<file path="src/rtl/activation_pipe_pkg.sv">
// Shared definitions for the activation pipeline: mode encodings,
// accumulator width derivation and output saturation limits.
package activation_pipe_pkg;

  typedef enum logic [1:0] {
    MODE_RELU   = 2'b00,
    MODE_LEAKY  = 2'b01,
    MODE_LINEAR = 2'b10,
    MODE_RSVD   = 2'b11
  } act_mode_e;

  // Accumulator width: full product width plus guard bits.
  function automatic int calc_in_w(input int data_w, input int ext_w);
    return 2 * data_w + ext_w;
  endfunction

  // Largest representable signed output value for a data_w-bit lane.
  function automatic longint sat_max(input int data_w);
    return (longint'(1) <<< (data_w - 1)) - 1;
  endfunction

  // Smallest representable signed output value for a data_w-bit lane.
  function automatic longint sat_min(input int data_w);
    return -(longint'(1) <<< (data_w - 1));
  endfunction

endpackage

</file>
<file path="src/rtl/act_lane.sv">
// Single-lane activation datapath: mode apply, round and rescale in
// stage 1, saturate and register in stage 2. Load enables come from the
// shared handshake control in activation_pipe.
module act_lane
  import activation_pipe_pkg::*;
#(
  parameter int dataWidth      = 16,
  parameter int weightIntWidth = 4,
  parameter int IntWidthExtend = 10,
  parameter int LEAK_SHIFT     = 3,
  localparam int IN_W = calc_in_w(dataWidth, IntWidthExtend)
) (
  input  logic                 clk,
  input  logic                 rstn,
  input  logic                 s1_load,
  input  logic                 s2_load,
  input  logic                 sat_clr,
  input  logic [IN_W-1:0]      lane_in,
  input  logic [1:0]           mode,
  output logic [dataWidth-1:0] lane_out,
  output logic                 sat_flag
);

  localparam int SHIFT = dataWidth - weightIntWidth;
  localparam logic signed [IN_W:0] ROUND_BIT = (IN_W+1)'(1) <<< (SHIFT - 1);
  localparam logic signed [IN_W:0] SAT_HI = (IN_W+1)'(sat_max(dataWidth));
  localparam logic signed [IN_W:0] SAT_LO = (IN_W+1)'(sat_min(dataWidth));
  localparam logic [dataWidth-1:0] OUT_HI = dataWidth'(sat_max(dataWidth));
  localparam logic [dataWidth-1:0] OUT_LO = dataWidth'(sat_min(dataWidth));

  logic signed [IN_W-1:0]  x;
  logic signed [IN_W-1:0]  act;
  logic signed [IN_W:0]    rounded;
  logic signed [IN_W:0]    scaled;
  logic signed [IN_W:0]    s1_scaled;
  logic [dataWidth-1:0]    sat_val;
  logic                    sat_hit;

  // Stage 1 combinational: apply the activation, then round half up and rescale one bit wider than the input so the add cannot wrap.
  always_comb begin
    x   = $signed(lane_in);
    act = x;
    case (mode)
      MODE_LEAKY:  act = x[IN_W-1] ? (x >>> LEAK_SHIFT) : x;
      MODE_LINEAR: act = x;
      default:     act = x[IN_W-1] ? '0 : x;  // ReLU and the reserved code
    endcase
    rounded = $signed({act[IN_W-1], act}) + ROUND_BIT;
    scaled  = rounded >>> SHIFT;
  end

  // Stage 1 register: holds the full-range rescaled value so stage 2 can detect overflow.
  always_ff @(posedge clk or negedge rstn) begin
    if (!rstn)
      s1_scaled <= '0;
    else if (s1_load)
      s1_scaled <= scaled;
  end

  // Stage 2 combinational: clamp to the signed output range and flag any clamp.
  always_comb begin
    sat_hit = 1'b0;
    sat_val = s1_scaled[dataWidth-1:0];
    if (s1_scaled > SAT_HI) begin
      sat_val = OUT_HI;
      sat_hit = 1'b1;
    end else if (s1_scaled < SAT_LO) begin
      sat_val = OUT_LO;
      sat_hit = 1'b1;
    end
  end

  // Stage 2 register and sticky saturation flag; a new saturation beats a concurrent clear.
  always_ff @(posedge clk or negedge rstn) begin
    if (!rstn) begin
      lane_out <= '0;
      sat_flag <= 1'b0;
    end else begin
      if (s2_load)
        lane_out <= sat_val;
      sat_flag <= (s2_load && sat_hit) || (sat_flag && !sat_clr);
    end
  end

endmodule

</file>
<file path="src/rtl/activation_pipe.sv">
// Two-stage multi-lane activation pipeline with valid/ready handshake.
// The handshake control is shared; each lane is an act_lane instance.
module activation_pipe
  import activation_pipe_pkg::*;
#(
  parameter int dataWidth      = 16,
  parameter int weightIntWidth = 4,
  parameter int IntWidthExtend = 10,
  parameter int NUM_CH         = 8,
  parameter int LEAK_SHIFT     = 3,
  localparam int IN_W = calc_in_w(dataWidth, IntWidthExtend)
) (
  input  logic                        clk,
  input  logic                        rstn,
  input  logic                        in_valid,
  output logic                        in_ready,
  input  logic [NUM_CH*IN_W-1:0]      in_data,
  input  logic [1:0]                  in_mode,
  output logic                        out_valid,
  input  logic                        out_ready,
  output logic [NUM_CH*dataWidth-1:0] out_data,
  output logic [NUM_CH-1:0]           sat_flags,
  input  logic                        sat_clr
);

  logic s1_valid;
  logic s2_valid;
  logic s2_adv;
  logic s1_load;
  logic s2_load;

  assign s2_adv    = !s2_valid || out_ready;
  assign in_ready  = !s1_valid || s2_adv;
  assign s1_load   = in_valid && in_ready;
  assign s2_load   = s1_valid && s2_adv;
  assign out_valid = s2_valid;

  // Stage occupancy: each stage refills whenever it is empty or its contents move on.
  always_ff @(posedge clk or negedge rstn) begin
    if (!rstn) begin
      s1_valid <= 1'b0;
      s2_valid <= 1'b0;
    end else begin
      if (in_ready)
        s1_valid <= in_valid;
      if (s2_adv)
        s2_valid <= s1_valid;
    end
  end

  for (genvar i = 0; i < NUM_CH; i++) begin : g_lane
    act_lane #(
      .dataWidth      (dataWidth),
      .weightIntWidth (weightIntWidth),
      .IntWidthExtend (IntWidthExtend),
      .LEAK_SHIFT     (LEAK_SHIFT)
    ) u_lane (
      .clk      (clk),
      .rstn     (rstn),
      .s1_load  (s1_load),
      .s2_load  (s2_load),
      .sat_clr  (sat_clr),
      .lane_in  (in_data[i*IN_W +: IN_W]),
      .mode     (in_mode),
      .lane_out (out_data[i*dataWidth +: dataWidth]),
      .sat_flag (sat_flags[i])
    );
  end

endmodule

</file>
<file path="config.mk">
export PLATFORM = sky130hd
export DESIGN_NAME = activation_pipe
export DESIGN_NICKNAME = d
export VERILOG_FILES = /design/src/rtl/activation_pipe_pkg.sv /design/src/rtl/act_lane.sv /design/src/rtl/activation_pipe.sv
export SDC_FILE = /design/constraint.sdc
export NUM_CORES = 1
export LEC_CHECK = 0
export BUFFER_PORTS_ARGS = -buffer_cell sky130_fd_sc_hd__buf_2
export CAP_MARGIN = 40
export CORE_ASPECT_RATIO = 1.2
export CORE_MARGIN = 5
export CORE_UTILIZATION = 50
export DETAILED_ROUTE_END_ITERATION = 6
export PLACE_DENSITY = 0.73
export SLEW_MARGIN = 25
export SYNTH_ARGS = -nofsm -noshare
export SYNTH_HDL_FRONTEND = slang
export SYNTH_SLANG_ARGS = --single-unit
export TNS_END_PERCENT = 1
</file>
<file path="constraint.sdc">
create_clock -name clk -period 2.79 [get_ports clk]
set_input_delay 0.279 -clock clk [delete_from_list [all_inputs] [get_ports clk]]
set_output_delay 0.279 -clock clk [all_outputs]
set_load 0.02 [all_outputs]
</file>
==> metrics.md, run 1 <==
| Metric | Value |
|---|---|
| Initial antenna violation count | `25` |
| CP Buf/Inv Count | `4` |
| Crit path kind | `in2reg` |
| Slew Limit Fails | `0` |
| Cells after synthesis | `2870` |
| Routed WL per cell | `19.7 um` |
| TritonCTS Buffers | `42` |
| DR vias/cell | `6.16` |
| Final Power | `0.0184 W` |
| 1st-pass router iterations | `6` |
| H-tree depth | `2` |
| ANT nets after route | `0` |
| Critical Path, Cell by Cell | `buf_2 -> inv_1 -> ha_4 -> buf_4 -> buf_4 -> o211ai_1 -> a221oi_1 -> nand4_1 -> nor4_1 -> nand3_1 -> xnor2_1 -> o21ai_0` |
| Yosys top cell by area | `dfrtp_1` |
| Io pins | `481` |
| Post-DP HPWL | `59700 um` |
| Met1 Track Usage GR | `0.364` |
| Row count | `89` |
| Max Clk Rate | `415 MHz` |
| Total gr overflow | `0` |
| Maximum vdd drop | `0.000485 V` |
| Vias in the first global route | `24200` |
| M3 GR Usage | `0.0474` |
| Top cells by area, synth | `dfrtp_1 39%, a32oi_1 7.6%, nand2_1 7.1%` |
| Critical path's most frequent cell | `buf_4` |
| RSZ-0062 raised after global routing | `no` |
| Top_reg_cell synth | `dfrtp_1` |
| Core area | `49100 um2` |
| Largest net degree at the start of global routing | `138` |
| Chip height | `254 um` |
| Worst EP required | `3.23 ns` |
| Top Family by Delay on Critical Path | `buffers and inverters` |
| Final min period | `2.41 ns` |
| Clock root cell | `clkbuf_16` |
| Placed Instances | `3967` |
| Sequential share of the synthesized area | `0.390` |
| Worst slew pin tran | `0.767 ns` |
| Crit-path max FO | `31` |
| Final GP Congestion | `0.941` |
| Clock-pin slew on the worst setup and hold paths | `0.06 ns` |
| Area Growth Syn to Fin | `24.6%` |
| Postcts setup bufs | `0` |
| Hold Crit Class | `in2reg` |
| Number of distinct library cells after synthesis | `68` |
| Slew headroom | `0.486` |
| Syn Area/Cell | `8.64 um2` |
| Synthesis Warnings | `0` |
| CTS Hold Bufs | `2` |
| Fin Clk Skew | `0.0139 ns` |
| Nets@finish | `3729` |
| WP data arrival | `2.85 ns` |
| Die Footprint | `54200 um2` |
| Final Instance Area | `30900 um2` |
| Total Routing Usage GR | `0.283` |
| Syn Nets | `3223` |
| Setup crit end kind | `flop` |
| Worst Setup Start Kind | `input port` |
| Synth top area share | `0.390` |
| Asr flop ratio synth | `1.00` |
| WHS | `0.0651 ns` |
| Maxcap violations | `0` |
| Clock Sinks | `386` |
| Setup WS post-layout | `0.379 ns` |
| Placement-stage cell area | `29200 um2` |
| CTS tree | `built` |
| Vias | `25100` |
| Total Wirelength | `80000 um` |
| CTS resizes | `0` |
| Fraction of layout cells with a size suffix above 1 | `0.255` |
| Max Root-Sink Buffers | `3` |
| Worst slack, placed | `-0.202 ns` |
| GRT busiest layer | `met2` |
| Mapped Area | `24800 um2` |
| Post-route DRC violation count | `0` |
| Final Hold Viols | `0` |
| Die width | `213 um` |
| Clk Latency, worst-skew pair | `0.57 ns` |
| Final setup fails | `0` |
| Post-synth EDFFs | `0` |
| Largest stage delay, worst path | `0.43 ns` |
| Final Cycle Share | `0.864` |
| Global-route wire length before repair | `126000 um` |
| Finished Layout Cells | `4067` |
| Starting Density | `0.505` |
| Initial DRC Count | `2185` |
| CP max stage cell | `nor4_1` |
| Synth Register Bits | `386` |
| Met2 Use GR | `0.470` |
| Leakage Power | `12.8 nW` |
| Number of port buffers | `392` |
| Status | `finished, final reports clean` |
| Pwr/cell area | `597 nW/um2` |
==> flip-flops by register name, indices dropped and copies added, names as in the netlist <==
signal / cells
g_lane.u_lane.lane_out: 128
s1_valid: 1
g_lane.u_lane.sat_flag: 8
out_valid: 1
g_lane.u_lane.s1_scaled: 248
==> cells by family after synthesis <==
family | Yosys count | share of synthesized area
AND/OR/NAND/NOR | 931 | 0.183
multiplexers | 9 | 0.00409
buffers and inverters | 281 | 0.0554
AO/OA/AOI/OAI | 1042 | 0.288
adder cells (fa/ha/maj) | 10 | 0.00505
XOR/XNOR | 211 | 0.0745
flip-flops | 386 | 0.390
==> power breakdown <==
part	total (W)	switching, W	internal (W)
Clock	0.00650	0.00245	0.00406
Combinational	0.00485	0.00301	0.00184
Sequential	0.00708	0.000578	0.00650
==> worst paths after layout <==
kind                       slack (ns)  cells past startpoint                        endpoint                     startpoint
max reg2reg                      0.80                      5  g_lane[3].u_lane.s1_scaled[30]                       s1_valid
min reg2reg                      0.47                      2   g_lane[4].u_lane.s1_scaled[2]  g_lane[4].u_lane.s1_scaled[2]
max in group asynchronous        1.49                      4  g_lane[1].u_lane.s1_scaled[27]                           rstn
min in group asynchronous        0.26                      2  g_lane[2].u_lane.s1_scaled[17]                           rstn
min                              0.07                      3                       out_valid                      out_ready
max                              0.38                     12  g_lane[0].u_lane.s1_scaled[29]                     in_mode[0]
==> routing by layer <==
layer / wire, um / part of all wire
met1: 32000 / 0.40
met2: 39100 / 0.49
met3: 5770 / 0.072
met4: 3170 / 0.040
met5: 32 / 0.00040
==> worst register-to-register path: stages (launching register included) <==
cell,delay (ns)
dfrtp_1,0.41
nand3b_1,0.21
nand2_4,0.28
nor3_2,0.72
o211ai_1,0.20
nand2_1,0.10
==> metrics by stage <==
step	utilization	TNS (ns)
6_report	0.629	0
5_1_grt	0.629	0
4_1_cts	0.628	0
3_5_place_dp	0.595	-5.54
3_3_place_gp	0.595	-1.27
2_1_floorplan	-	0
==> cells in the mapped netlist, types with 10 or more instances <==
cell type and instances:
nand2_1 472, buf_6 14, a41oi_1 10, inv_1 21, clkbuf_1 131, nor4_1 33
a32oi_1 216, o2bb2ai_1 187, and2_1 15, nor3_1 27, buf_4 32, nand4_1 111
ha_1 10, buf_2 74, and3_1 16, a2bb2oi_1 10, nor2b_1 10, xor2_1 131
a31oi_1 15, o211ai_1 11, o21ai_0 288, xnor2_1 80, nor2_1 94, nand3_1 87
o31ai_1 15, dfrtp_1 386, a21oi_1 161, o21ai_1 71
==> placed cells by master (no fill, tap or decap), types with 16 or more instances in the layout <==
| cell | instances |
|---|---|
| a21oi_1 | 161 |
| a32oi_1 | 216 |
| and3_1 | 16 |
| buf_12 | 29 |
| buf_2 | 391 |
| buf_4 | 299 |
| clkbuf_16 | 45 |
| dfrtp_1 | 386 |
| diode_2 | 22 |
| inv_1 | 21 |
| nand2_1 | 470 |
| nand3_1 | 87 |
| nand4_1 | 111 |
| nor2_1 | 93 |
| nor3_1 | 25 |
| nor4_1 | 33 |
| o21ai_0 | 288 |
| o21ai_1 | 71 |
| o2bb2ai_1 | 187 |
| xnor2_1 | 80 |
| xor2_1 | 131 |
==> final cells by class <==
| class | count | area (um2) |
|---|---|---|
| fill | 4171 | 18200 |
| multi-input combinational | 2203 | 13900 |
| sequential | 386 | 9660 |
| timing repair buffer | 722 | 4820 |
| clock buffer | 55 | 1230 |
| tap | 637 | 797 |
| clock inverter | 21 | 379 |
| inverter | 21 | 78.8 |
| antenna | 22 | 55.1 |
Note: power is estimated with default switching activity, not from simulation.
==> run 2, diff against run 1 <==
==> constraint.sdc (replaced) <==
create_clock -name clk -period 2.79 [get_ports clk]
set_input_delay 0.1395 -clock clk [delete_from_list [all_inputs] [get_ports clk]]
set_output_delay 0.1395 -clock clk [all_outputs]
set_load 0.02 [all_outputs]
==> metrics.md, run 2 (synthesis gave the netlist of run 1 again) <==
| Metric | Value |
|---|---|
| Status | `finished, final reports clean` |
| Vias | `24700` |
| Fin Clk Skew | `0.0337 ns` |
| Final Cycle Share | `0.856` |
| Starting Density | `0.505` |
| Fill count | `4251` |
| Row count | `89` |
| Worst r2r path cells | `4` |
| Die Footprint | `54200 um2` |
| Worst slew pin tran | `0.837 ns` |
| Final GP Congestion | `0.965` |
| WHS | `0.0331 ns` |
| WP data arrival | `2.80 ns` |
| Placement-stage cell area | `28800 um2` |
| Clk Latency, worst-skew pair | `0.59 ns` |
| Vias in the first global route | `24200` |
| Area Growth Syn to Fin | `22.1%` |
| Global-route wire length before repair | `126000 um` |
| Initial DRC Count | `2030` |
| DR vias/cell | `6.16` |
| RSZ-0062 raised after global routing | `no` |
| Final Instance Area | `30300 um2` |
| ANT nets after route | `0` |
| CTS tree | `built` |
| Maxcap violations | `0` |
| Crit-path max FO | `15` |
| Fraction of layout cells with a size suffix above 1 | `0.243` |
| 1st-pass router iterations | `6` |
| Hold Crit Class | `in2reg` |
| Maximum vdd drop | `0.000523 V` |
| Setup crit end kind | `flop` |
| Final Util | `0.616` |
| Slew headroom | `0.442` |
| TritonCTS Buffers | `42` |
| Clock root cell | `clkbuf_16` |
| Max FFs per register | `248` |
| Leakage Power | `12.4 nW` |
| Postcts setup bufs | `0` |
| Worst EP required | `3.20 ns` |
| Post-route DRC violation count | `0` |
| Pwr/cell area | `576 nW/um2` |
| Critical path's most frequent cell | `buf_4` |
| Core area | `49100 um2` |
| Top reg by flops | `g_lane.u_lane.s1_scaled` |
| Final min period | `2.39 ns` |
| Most frequent cells in the layout | `470 x nand2_1, 391 x buf_2, 386 x dfrtp_1` |
| Final Hold Viols | `0` |
| Max Clk Rate | `418 MHz` |
| Die width | `213 um` |
| Hold Path Stages | `4` |
| Top Family by Delay on Critical Path | `buffers and inverters` |
| Worst reg-to-reg setup slack | `0.74 ns` |
| Routed WL per cell | `19.8 um` |
| Number of port buffers | `392` |
| Slew Limit Fails | `0` |
| Total Routing Usage GR | `0.283` |
| Largest registers | `g_lane.u_lane.s1_scaled (248), g_lane.u_lane.lane_out (128), g_lane.u_lane.sat_flag (8)` |
| Max Root-Sink Buffers | `3` |
| CP max stage cell | `nor4bb_1` |
| Total Wirelength | `79300 um` |
| Final setup fails | `0` |
| Crit path kind | `in2reg` |
| Chip height | `254 um` |
| H-tree depth | `2` |
| Critical Path, Cell by Cell | `buf_2 -> inv_1 -> ha_4 -> buf_4 -> o21ba_2 -> buf_12 -> o2bb2ai_1 -> nand4_2 -> nor4bb_1 -> buf_4 -> nand4_1 -> xor2_1 -> o21ai_1` |
| Crit path depth | `13` |
| Setup TNS Final | `0 ns` |
| CP Buf/Inv Count | `5` |
| Largest net degree at the start of global routing | `220` |
| Initial antenna violation count | `17` |
| Post-DP HPWL | `58900 um` |
| Worst Setup Start Kind | `input port` |
| Commonest non-fill, non-tap cell in the layout | `nand2_1` |
| Largest stage delay, worst path | `0.42 ns` |
| Io pins | `481` |
| Nets@finish | `3684` |
| Total gr overflow | `0` |
| Clock Sinks | `386` |
| Clock-pin slew on the worst setup and hold paths | `0.07 ns` |
==> run 2: final timing paths <==
path / from / end
worst max-delay path: in_mode[1] / g_lane[3].u_lane.s1_scaled[24]
worst min-delay path: in_data[153] / g_lane[3].u_lane.s1_scaled[15]
worst max register to register: g_lane[1].u_lane.s1_scaled[29] / g_lane[1].u_lane.lane_out[0]
worst min register to register: g_lane[7].u_lane.s1_scaled[3] / g_lane[7].u_lane.s1_scaled[3]
max in group asynchronous: rstn / g_lane[0].u_lane.s1_scaled[13]
min in group asynchronous: rstn / g_lane[6].u_lane.s1_scaled[20]
==> run 2: power by group <==
| group | total (W) | leakage [nW] | internal, W | switching [W] |
|---|---|---|---|---|
| sequential | 0.00708 | 4.82 | 0.00650 | 0.000581 |
| combinational | 0.00476 | 6.93 | 0.00178 | 0.00298 |
| clock | 0.00560 | 0.647 | 0.00314 | 0.00246 |
| total | 0.0174 | 12.4 | 0.0114 | 0.00603 |
==> run 2: final cells by class <==
| type | count | area [um2] | area share |
|---|---|---|---|
| multi-input cells | 2203 | 13900 | 0.458 |
| flip-flops and latches | 386 | 9660 | 0.319 |
| repair buffers | 677 | 4470 | 0.148 |
| clock buffers | 49 | 1110 | 0.0366 |
| well taps | 637 | 797 | 0.0263 |
| clock inverters | 24 | 239 | 0.00790 |
| inverters | 21 | 78.8 | 0.00260 |
| diodes | 15 | 37.5 | 0.00124 |
==> run 2: per-stage QoR <==
stage / cells / setup WS (ns) / power, W
6_report: 4012 / 0.400 / 0.0174
5_1_grt: 4007 / 0.246 / 0.0184
4_1_cts: 3997 / 0.461 / 0.0176
3_5_place_dp: 3919 / -0.140 / 0.0119
3_3_place_gp: 3919 / -0.106 / 0.0117
2_1_floorplan: 2870 / 0.0491 / 0.00992
==> run 2: timing repair <==
| action | CTS | global route |
|---|---|---|
| endpoints found under the hold margin | 79 | 0 |
| gates resized for setup | 0 | 0 |
| hold buffers | 5 | 0 |
==> run 2: routing by layer <==
| metal | global-route usage | up-vias | part of all wire |
|---|---|---|---|
| li1 | - | 11700 | - |
| met1 | 0.365 | 11800 | 0.41 |
| met2 | 0.473 | 939 | 0.48 |
| met3 | 0.0468 | 201 | 0.068 |
| met4 | 0.117 | 8 | 0.040 |
| met5 | 0 | - | 0.00059 |
==> run 2: worst reg2reg max path: stages, from the launching register on <==
cell and delay [ns]:
dfrtp_1 0.40, nor4_1 0.51, a41oi_2 0.47, a21oi_1 0.42, o21ai_0 0.13
==> run 3, diff against run 2 <==
- CORE_UTILIZATION: 50 -> 48
- PLACE_DENSITY: 0.73 -> 0.71
==> metrics.md, run 3 (synthesis gave the netlist of run 1 again) <==
| Metric | Value |
|---|---|
| Logic pwr share | `0.266` |
| Worst EP required | `3.21 ns` |
| Die Footprint | `56300 um2` |
| Row count | `91` |
| Post-DP HPWL | `59100 um` |
| Final setup fails | `0` |
| Initial DRC Count | `2171` |
| Total Wirelength | `79300 um` |
| Maximum vdd drop | `0.000492 V` |
| Largest stage delay, worst path | `0.43 ns` |
| Vias | `24800` |
| Crit-path max FO | `17` |
| CP Buf/Inv Count | `3` |
| Fraction of layout cells with a size suffix above 1 | `0.235` |
| Largest net degree at the start of global routing | `151` |
| Critical Path, Cell by Cell | `buf_2 -> inv_1 -> ha_4 -> o21ba_2 -> o2bb2ai_1 -> nand4_2 -> nor4bb_1 -> buf_4 -> nand4_1 -> xor2_1 -> o21ai_1` |
| Vias in the first global route | `24200` |
| Finished Layout Cells | `4002` |
| Pint | `0.0118 W` |
| Most frequent cells in the layout | `470 x nand2_1, 391 x buf_2, 386 x dfrtp_1` |
| Chip height | `259 um` |
| Global-route wire length before repair | `126000 um` |
| CP max stage cell | `ha_4` |
| Sw frac | `0.334` |
| Final Hold Viols | `0` |
| H-tree depth | `2` |
| Routed WL per cell | `19.8 um` |
| Clock group share of total power | `0.334` |
| Starting Density | `0.484` |
| Initial antenna violation count | `27` |
| Total gr overflow | `0` |
| Final Instance Area | `30100 um2` |
| Setup crit end kind | `flop` |
| Worst Setup Start Kind | `input port` |
| 1st-pass router iterations | `7` |
| Final min period | `2.32 ns` |
| Top reg by flops | `g_lane.u_lane.s1_scaled` |
| Postcts setup bufs | `0` |
| Nets@finish | `3650` |
| Worst slew pin tran | `0.738 ns` |
| Final GP Congestion | `0.937` |
| Clock-pin slew on the worst setup and hold paths | `0.06 ns` |
| Max Clk Rate | `430 MHz` |
| Number of port buffers | `392` |
| Placed Instances | `3897` |
| TritonCTS Buffers | `43` |
| Io pins | `481` |
| Clock root cell | `clkbuf_16` |
| WP data arrival | `2.75 ns` |
| Slew headroom | `0.508` |
| Post-route DRC violation count | `1` |
| Core area | `51200 um2` |
| Largest registers | `g_lane.u_lane.s1_scaled (248), g_lane.u_lane.lane_out (128), g_lane.u_lane.sat_flag (8)` |
| Clock Sinks | `386` |
| Area Growth Syn to Fin | `21.6%` |
| Multi-input gate area | `13900 um2` |
| RSZ-0062 raised after global routing | `no` |
| Total Routing Usage GR | `0.271` |
| Failing checks | `design-rule violations` |
| Placement-stage cell area | `28600 um2` |
| Leakage Power | `12.3 nW` |
| Hold Crit Class | `in2reg` |
| Crit path kind | `in2reg` |
| Final Cycle Share | `0.833` |
| Status | `complete, but fails checks` |
| Maxcap violations | `0` |
| Reg power frac | `0.400` |
| Die width | `217 um` |
| Psw | `0.00591 W` |
| Max Root-Sink Buffers | `3` |
| Commonest non-fill, non-tap cell in the layout | `nand2_1` |
| ANT nets after route | `0` |
| DR vias/cell | `6.19` |
| Fin Clk Skew | `0.0176 ns` |
| Fill count | `4601` |
| CTS tree | `built` |
| Reg area | `9660 um2` |
| Pwr/cell area | `587 nW/um2` |
| Final Util | `0.588` |
| Clk Latency, worst-skew pair | `0.57 ns` |
| Max FFs per register | `248` |
| Slew Limit Fails | `0` |
| Top Family by Delay on Critical Path | `simple AND/OR/NAND/NOR gates` |
[run 3: cell count changes in the layout (fill, tap and decap cells not counted), moves of 2 or more]
| cell | before | now |
|---|---|---|
| buf_12 | 28 | 26 |
| buf_4 | 252 | 218 |
| bufinv_16 | 3 | 5 |
| clkbuf_1 | 4 | 6 |
| clkbuf_16 | 42 | 45 |
| clkbuf_8 | 3 | 6 |
| clkinv_2 | 9 | 6 |
| clkinv_4 | 2 | 0 |
| clkinvlp_4 | 7 | 5 |
| diode_2 | 15 | 26 |
| inv_6 | 2 | 0 |
[run 3: area by class of cell]
cell class              count  share of cell area
diodes                     26             0.00216
inverters                  21             0.00262
multi-input cells        2203               0.461
repair buffers            642               0.139
well taps                 651              0.0270
clock inverters            16             0.00722
flip-flops and latches    386               0.320
clock buffers              57              0.0409
[run 3: through the flow]
stage | hold slack [ns] | setup WS, ns | TNS [ns] | power [W]
CTS | 0.00396 | 0.479 | 0 | 0.0178
detailed placement | 0.201 | -0.106 | -1.99 | 0.0118
finish | 0.0400 | 0.466 | 0 | 0.0177
floorplan | -0.156 | 0.0491 | 0 | 0.00992
global placement | 0.195 | -0.0448 | -0.261 | 0.0117
global route | 0.0451 | 0.277 | 0 | 0.0186
[run 3: power by group through the flow]
stage                     clock network (W)  registers, W  logic (W)
after floorplan                           0       0.00751    0.00241
after detailed placement                  0       0.00717    0.00467
after global placement                    0       0.00712    0.00456
after CTS                           0.00603       0.00708    0.00470
after global routing                0.00624       0.00720    0.00516
final                               0.00590       0.00708    0.00470
[run 3: final timing paths]
| check | end | from | slack, ns | depth (start not counted) |
|---|---|---|---|---|
| setup / recovery | g_lane[3].u_lane.s1_scaled[24] | in_mode[0] | 0.47 | 11 |
| hold / removal | g_lane[6].u_lane.s1_scaled[19] | in_data[283] | 0.04 | 4 |
| setup reg to reg | g_lane[0].u_lane.s1_scaled[6] | s1_valid | 0.78 | 5 |
| min in group asynchronous | g_lane[2].u_lane.lane_out[15] | rstn | 0.16 | 2 |
| max in group asynchronous | g_lane[4].u_lane.lane_out[2] | rstn | 1.62 | 3 |
| hold reg to reg | g_lane[1].u_lane.lane_out[6] | g_lane[1].u_lane.lane_out[6] | 0.47 | 2 |
[run 3: repair_timing]
action,4_1_cts,5_1_grt
hold endpoints to repair,71,0
gates resized for setup,0,0
hold buffers,5,0
[run 3: routing by layer]
metal,part of all wire,track usage,vias to the layer above
met2,0.48,0.452,1058
met1,0.40,0.341,11800
met5,0,0,-
li1,-,-,11700
met4,0.046,0.130,0
met3,0.070,0.0468,222
[run 3: worst reg2reg max path: cells and delay by family (launching register included)]
family                 cells  cell delay (ns)
and+or+nand+nor            3             0.90
buffers and inverters      1             0.49
DFF                        1             0.39
AOI/OAI and AO/OA          1             0.12
